<file path="config.mk">
export PLATFORM = sky130hd
export DESIGN_NAME = lsu_mem
export DESIGN_NICKNAME = d
export VERILOG_FILES = /design/src/rtl/lsu_mem.sv
export SDC_FILE = /design/constraint.sdc
export NUM_CORES = 1
export LEC_CHECK = 0
export ABC_AREA = 1
export ABC_CLOCK_PERIOD_IN_PS = 3600
export BUFFER_PORTS_ARGS = -buffer_cell sky130_fd_sc_hd__buf_2
export CAP_MARGIN = 20
export CORE_ASPECT_RATIO = 0.9
export CORE_MARGIN = 4
export CORE_UTILIZATION = 46
export CTS_CLUSTER_SIZE = 30
export DETAILED_ROUTE_END_ITERATION = 7
export GPL_TIMING_DRIVEN = 0
export PLACE_DENSITY = 0.79
export RECOVER_POWER = 100
export SYNTH_ARGS = -nofsm -noshare
export SYNTH_HDL_FRONTEND = slang
export SYNTH_SLANG_ARGS = --single-unit
</file>
<file path="constraint.sdc">
create_clock -name clk -period 3.6 [get_ports clk]
set_clock_uncertainty 0.2 [all_clocks]
set_input_delay 1.08 -clock clk [delete_from_list [all_inputs] [get_ports clk]]
set_output_delay 1.08 -clock clk [all_outputs]
set_load 0.01 [all_outputs]
</file>
<file path="src/rtl/lsu_mem.sv">
// lsu_mem: single-outstanding load/store unit between the core and a simple bus.
// Define LSU_MISALIGN_EXC_EN to trap misaligned accesses instead of forcing alignment.
module lsu_mem #(
    parameter int XLEN  = 32,
    parameter int TAG_W = 40
) (
    input  logic              clk,
    input  logic              rst_n,
    input  logic              in_valid,
    output logic              in_ready,
    input  logic [31:0]       in_addr,
    input  logic              in_ren,
    input  logic              in_wen,
    input  logic [2:0]        in_op,
    input  logic [XLEN-1:0]   in_wdata,
    input  logic [TAG_W-1:0]  in_tag,
    output logic              mem_req_valid,
    input  logic              mem_req_ready,
    output logic [31:0]       mem_req_addr,
    output logic              mem_req_we,
    output logic [XLEN/8-1:0] mem_req_wstrb,
    output logic [XLEN-1:0]   mem_req_wdata,
    input  logic              mem_rsp_valid,
    input  logic [XLEN-1:0]   mem_rsp_rdata,
    input  logic              mem_rsp_err,
    output logic              out_valid,
    input  logic              out_ready,
    output logic [31:0]       out_addr,
    output logic [XLEN-1:0]   out_rdata,
    output logic [TAG_W-1:0]  out_tag,
    output logic              out_exc,
    output logic [3:0]        out_exc_code
);
    localparam int NB = XLEN / 8;
    localparam int OW = $clog2(NB);

    typedef enum logic [1:0] {IDLE, REQ, WAIT_RSP, DONE} state_t;

    state_t            state;
    state_t            state_nx;
    logic [31:0]       addr_q;
    logic              wen_q;
    logic [2:0]        op_q;
    logic [XLEN-1:0]   wdata_q;
    logic [TAG_W-1:0]  tag_q;
    logic [2:0]        in_eop;
    logic              trap;
    logic [1:0]        sz;
    logic [OW-1:0]     off;
    logic [NB-1:0]     smask;
    logic [XLEN-1:0]   rep;
    logic [XLEN-1:0]   sh;
    logic [XLEN-1:0]   ld;

    // Ops this XLEN cannot perform fall back to a signed word access.
    function automatic logic [2:0] legal_op(input logic [2:0] op);
        logic ok;
        ok = (op != 3'b111)
            && (XLEN == 64 || op[1:0] != 2'b11)
            && (XLEN == 64 || op != 3'b110);
        return ok ? op : 3'b010;
    endfunction

    assign in_eop = legal_op(in_op);

`ifdef LSU_MISALIGN_EXC_EN
    logic in_mis;
    always_comb begin
        unique case (in_eop[1:0])
            2'd0:    in_mis = 1'b0;
            2'd1:    in_mis = in_addr[0];
            2'd2:    in_mis = |in_addr[1:0];
            default: in_mis = |in_addr[2:0];
        endcase
    end
    assign trap = (in_ren | in_wen) & in_mis;
`else
    assign trap = 1'b0;
`endif

    // Offset bits below the access size are dropped: forced alignment.
    assign sz    = op_q[1:0];
    assign off   = addr_q[OW-1:0] & ~OW'((32'd1 << sz) - 32'd1);
    assign smask = NB'((32'd1 << (32'd1 << sz)) - 32'd1);
    assign sh    = mem_rsp_rdata >> {off, 3'b000};

    always_comb begin
        unique case (sz)
            2'd0:    rep = {NB{wdata_q[7:0]}};
            2'd1:    rep = {(NB/2){wdata_q[15:0]}};
            2'd2:    rep = {(NB/4){wdata_q[31:0]}};
            default: rep = wdata_q;
        endcase
    end

    always_comb begin
        unique case (sz)
            2'd0:    ld = op_q[2] ? XLEN'(sh[7:0])  : XLEN'($signed(sh[7:0]));
            2'd1:    ld = op_q[2] ? XLEN'(sh[15:0]) : XLEN'($signed(sh[15:0]));
            2'd2:    ld = op_q[2] ? XLEN'(sh[31:0]) : XLEN'($signed(sh[31:0]));
            default: ld = sh;
        endcase
    end

    assign mem_req_addr  = {addr_q[31:OW], OW'(0)};
    assign mem_req_we    = wen_q;
    assign mem_req_wstrb = smask << off;
    assign mem_req_wdata = rep;
    assign out_addr      = addr_q;
    assign out_tag       = tag_q;

    always_ff @(posedge clk) begin
        if (!rst_n) state <= IDLE;
        else        state <= state_nx;
    end

    always_comb begin
        state_nx      = state;
        in_ready      = 1'b0;
        mem_req_valid = 1'b0;
        out_valid     = 1'b0;
        unique case (state)
            IDLE: begin
                in_ready = 1'b1;
                if (in_valid)
                    state_nx = ((in_ren | in_wen) && !trap) ? REQ : DONE;
            end
            REQ: begin
                mem_req_valid = 1'b1;
                if (mem_req_ready) state_nx = WAIT_RSP;
            end
            WAIT_RSP: if (mem_rsp_valid) state_nx = DONE;
            DONE: begin
                out_valid = 1'b1;
                if (out_ready) state_nx = IDLE;
            end
            default: state_nx = IDLE;
        endcase
    end

    always_ff @(posedge clk) begin
        if (!rst_n) begin
            addr_q       <= '0;
            wen_q        <= 1'b0;
            op_q         <= 3'b010;
            wdata_q      <= '0;
            tag_q        <= '0;
            out_rdata    <= '0;
            out_exc      <= 1'b0;
            out_exc_code <= 4'd0;
        end else begin
            if (in_valid && in_ready) begin
                addr_q       <= in_addr;
                wen_q        <= in_wen;
                op_q         <= in_eop;
                wdata_q      <= in_wdata;
                tag_q        <= in_tag;
                out_rdata    <= '0;
                out_exc      <= trap;
                out_exc_code <= trap ? (in_wen ? 4'd6 : 4'd4) : 4'd0;
            end
            if (state == WAIT_RSP && mem_rsp_valid) begin
                out_rdata    <= (mem_rsp_err || wen_q) ? '0 : ld;
                out_exc      <= mem_rsp_err;
                out_exc_code <= mem_rsp_err ? (wen_q ? 4'd7 : 4'd5) : 4'd0;
            end
        end
    end

endmodule

</file>
* Word-level counts from Yosys, hierarchy flattened
Cells that the tools add are included.
** Word-level totals
- Bits in registers :: 147
- Latch bits :: 0
- Memory bits (writable) :: 0
- Memory bits (read-only) :: 0
- Input bits :: 148
- Output and inout bits :: 181
- Logic and storage cells :: 61
- Memories :: 0
** Operators by class
- Add/subtract/negate cells :: 2
- $mul :: 0
- Div/mod/pow operators :: 0
- Order comparisons :: 0
- Equal/unequal tests :: 11
- Shifts and indexed selects :: 4
- Multiplexer cells :: 23
- Bitwise gates (word level) :: 3
- Reduce and logical (&&, ||, !) cells :: 9
** Operators with widths (count)
- 32-bit 2-to-1 mux :: 5
- 32-bit one-hot mux with 2 select lines :: 2
- 1-bit by 2-bit << shifter with 32-bit output, first input constant :: 1
- 1-bit by 32-bit << shifter with 4-bit output, first input constant :: 1
- 32-bit by 5-bit right shift with 32-bit output :: 1
- 2-bit 2-to-1 mux :: 6
- 2-bit inequality test, second input constant :: 5
- 4-bit 2-to-1 mux :: 2
- 2-bit one-hot mux with 4 select lines :: 1
- 3-bit 2-to-1 mux :: 2
- 3-bit inequality test, second input constant :: 2
- 1-bit 2-to-1 mux :: 5
- 2-bit by 1-bit == test with 1-bit output, second input constant :: 2
- 2-bit == test, second input constant :: 2
- 1-bit logical AND :: 4
- 2-bit zero test :: 2
- 4-bit AND reduction :: 1
- 4-bit by 2-bit << shifter with 4-bit output :: 1
- 4-bit by 1-bit subtractor with 4-bit output, second input constant :: 1
- 2-bit AND :: 1
- 2-bit NOT :: 1
- 2-bit nonzero test :: 1
- 2-bit by 1-bit subtractor with 2-bit output, second input constant :: 1
- 1-bit logical OR :: 1
- 1-bit OR :: 1

* Depth between registers and ports, before layout
- Word-level depth :: 9
- Gate-level depth with buffers :: 12
- Depth with buffers taken out :: 12

* Worst setup path after synthesis
Ideal clock, no wire load.
- Path type :: reg-to-output
- From :: register op_q[0]
- To :: output port mem_req_wdata[11]
- Data arrival time :: 1783 ps
- Data required time :: 2320 ps
- Setup slack :: 537 ps
- Cell stages (with the launch flop) :: 10
- Path buffers :: 2
- Path through :: dfxtp_1 -> inv_1 -> nor2_4 -> clkinv_1 -> ha_1 -> buf_2 -> clkinv_1 -> clkbuf_1 -> nand2_1 -> o21ai_0
** On the way
- Word-level cells in the longest chain between the ends :: 2
- Elaborated cells on any way between the ends :: 3
- Classes of those cells :: eq/ne (1); mux (1); reduce/logical (1)
** Ends and longest elaborated chain
- from (decl) :: RTL line 43 : logic [2:0] op_q;
- from (signal assigned) :: RTL line 155 : op_q <= in_eop;
- 2-bit by 1-bit == test with 1-bit output / 2-bit zero test (equally long branches) :: RTL line 88 : unique case (sz)
- 32-bit one-hot mux with 2 select lines * :: RTL line 88
- to (decl) :: RTL line 22 : output logic [XLEN-1:0] mem_req_wdata,
Every way passes the cells marked *; elsewhere a longest branch is shown, timed or not.

* Worst setup path in the final report
- From :: register op_q[0]
- To :: output port mem_req_wstrb[0]
** On the way
- Word-level cells in the longest chain between the ends :: 5
- Elaborated cells on any way between the ends :: 7
- Classes of those cells :: add/sub (2); shift (3); bitwise (2)
** Ends and longest elaborated chain
- 1-bit by 2-bit << shifter with 32-bit output * :: RTL line 84 : assign smask = NB'((32'd1 << (32'd1 << sz)) - 32'd1);
- branches (longest 3 deep; another with 4-bit by 1-bit subtractor with 4-bit output)
- 4-bit by 2-bit << shifter with 4-bit output * :: RTL line 107 : assign mem_req_wstrb = smask << off;
- to (decl) :: RTL line 21 : output logic [XLEN/8-1:0] mem_req_wstrb,
Mark *: on every way between the ends.

==> impl_metrics.ini <==
[drt]
wl_um = 22800
first_pass_iters = 6
drtAntennaViolNets = 0
first_iter_violations = 411
route.detailed.drc = 0
vias = 7364
viasPerCell = 4.91
routedWlPerCell_um = 15.2

[worst_setup_path]
worstSetupPathType = flip-flop to primary output
crit_start = op_q[0]$_SDFFE_PN0P_
reg2reg_depth = 11
end_kind = primary output
crit_path_max_fanout = 7
timing.rr.start = op_q[0]$_SDFFE_PN0P_
startpoint_type = flip-flop
required_ns = 2.32
crit_arrival_ns = 2.25

[place]
dpl.hpwl_um = 18000
place_congestion = 0.922
dpl_cell_area_um2 = 8560
portBuffers = 324
pre_cts_slack_ns = -0.00701

[layout]
drive_above_1_share_pct = 26.0
mostFrequentLayoutCell = buf_2
final_cell_area_um2 = 9060
fin_nets = 1449
layout_common_cells = buf_2, nor2_1, nand2_1
syn_to_final_growth_pct = 35.5

[grt]
grt_pass1_vias = 6696
grt_max_degree = 20
grt_pass1_wl_um = 34600
grtUsageTotal_pct = 26.7
gr-total-overflow = 0
antenna_found_initial = 3

[die]
die_w_um = 135
die-height_um = 122
core_um2 = 14100
die-area_um2 = 16500
io_pins = 329
initial_core_util_pct = 47.4
rows = 41

[clock_network]
cts_buffers = 17
cts_tree = done
clock_latency_ns = 0.42
clkSinkCount = 144
max-clock-path-buffers = 2
holdBufCountCts = 0
htree_levels = 4
cts_root_buffer = clkbuf_16
cts.clk_slew.worst_paths_ns = 0.06

[logic_synthesis]
ys_seq_area_share_pct = 43.1
synthFlopType = dfxtp_1
syn_area_um2 = 6690
avgSynthCellArea_um2 = 7.06
synthCells = 947
post_synth_num_cell_types = 33
yosysWarnings = 0
async_flop_share_pct = 0
synth-seq-cells = 144
synth_edf_count = 0

[status]
status = finished clean

[sta]
max_clock_freq_ghz = 0.283
setup_slack_ns = 0.0653
slew_viol_final = 0
final-setup-viol-count = 0
hold_violations = 0
max_slew_margin_pct = 51.4
grt_setup_unrepaired = yes
worst_pin_slew_ns = 0.729
finalCriticalPeriod_ns = 3.53
whs_ns = 0.264
period_share_pct = 98.2

[power_and_ir_drop]
power.leakage_nw = 4.21
vdd.ir_drop.worst_v = 0.000341
power_per_cell_area_nw_per_um2 = 704

[job]
max-cap-violations = 0

[hold_path]
hold-path-cell-count = 2
hold_path_startpoint = out_rdata[6]$_SDFFE_PN0P_
worstHoldPathType = flip-flop to flip-flop
==> routing by layer <==
metal	vias to the layer above	share of wire, %	track usage (%)
met5	-	0.10	0
met4	4	3.1	10.3
met3	49	8.5	7.50
met2	337	47	44.3
met1	3258	41	33.1
li1	3716	-	-
==> cell type report <==
cell class	count	area, um^2
Fill cell	1336	5050
Multi-Input combinational cell	655	3050
Sequential cell	144	2890
Timing Repair Buffer	328	1500
Buffer	103	599
Clock buffer	19	443
Tap cell	193	241
Inverter	45	178
Clock inverter	12	159
Antenna cell	1	2.50
==> critical path, stage by stage (launching register included) <==
cell and delay (ns):
dfxtp_2 0.36, inv_1 0.08, nor2_4 0.16, buf_4 0.16, ha_1 0.23, nand2_2 0.13
clkinvlp_2 0.23, buf_4 0.23, nor2_1 0.11, buf_2 0.14
==> registers in the layout (all words and copies together) (netlist names) <==
register,count
mem_req_we,1
op_q,3
out_addr,32
out_exc_code,2
out_rdata,32
out_tag,40
state,2
wdata_q,32
==> worst paths after layout <==
check,to,slack [ns]
setup reg to reg,out_rdata[18]$_SDFFE_PN0P_,1.02
hold / removal,out_rdata[6]$_SDFFE_PN0P_,0.26
setup / recovery,mem_req_wstrb[0],0.07
hold reg to reg,out_rdata[6]$_SDFFE_PN0P_,0.26
==> cell families (layout without fill, tap and decap cells) <==
family                   Yosys count  in the layout  share of synthesized area (%)
XOR/XNOR                           1              1                          0.131
flip-flops                       144            144                           43.1
AND/OR/NAND/NOR                  428            428                           26.2
multiplexers                       1              1                          0.150
adder cells (fa/ha/maj)            7              7                           1.31
other                              1              4                         0.0561
AO/OA/AOI/OAI                    215            215                           17.5
buffers and inverters            150            507                           11.5
==> synthesized netlist by cell type (all sizes together), types with 3 or more instances <==
library cell / count / area share (%)
a21oi: 63 / 5.3
buf: 64 / 6.7
clkbuf: 41 / 2.3
clkinv: 5 / 0.28
dfxtp: 144 / 43
ha: 7 / 1.3
inv: 40 / 2.2
nand2: 178 / 11
nand3: 47 / 3.9
nor2: 202 / 12
o211ai: 8 / 0.90
o21ai: 136 / 10
o22ai: 3 / 0.28
==> power by group <==
group	switching [mW]	leakage, nW	internal [mW]
logic	1.50	2.74	0.882
registers	0.244	1.18	1.95
clock network	0.691	0.290	1.11
total	2.44	4.21	3.94
==> repair_timing <==
action	4_1_cts	5_1_grt
pin swaps	1	0
endpoints found under the hold margin	0	0
gates resized for setup	9	8
setup endpoints to repair	26	24
buffers inserted	1	3
==> metrics by stage <==
stage | TNS [ns] | utilization (%) | std cells | power [mW]
floorplan | 0 | - | 949 | 3.71
global placement | -0.0613 | 60.7 | 1466 | 4.61
detailed placement | -0.00890 | 60.7 | 1466 | 4.65
CTS | 0 | 65.1 | 1496 | 6.46
global route | -0.233 | 64.2 | 1500 | 6.79
finish | 0 | 64.2 | 1500 | 6.38
Power figures use the tool's default switching activity.
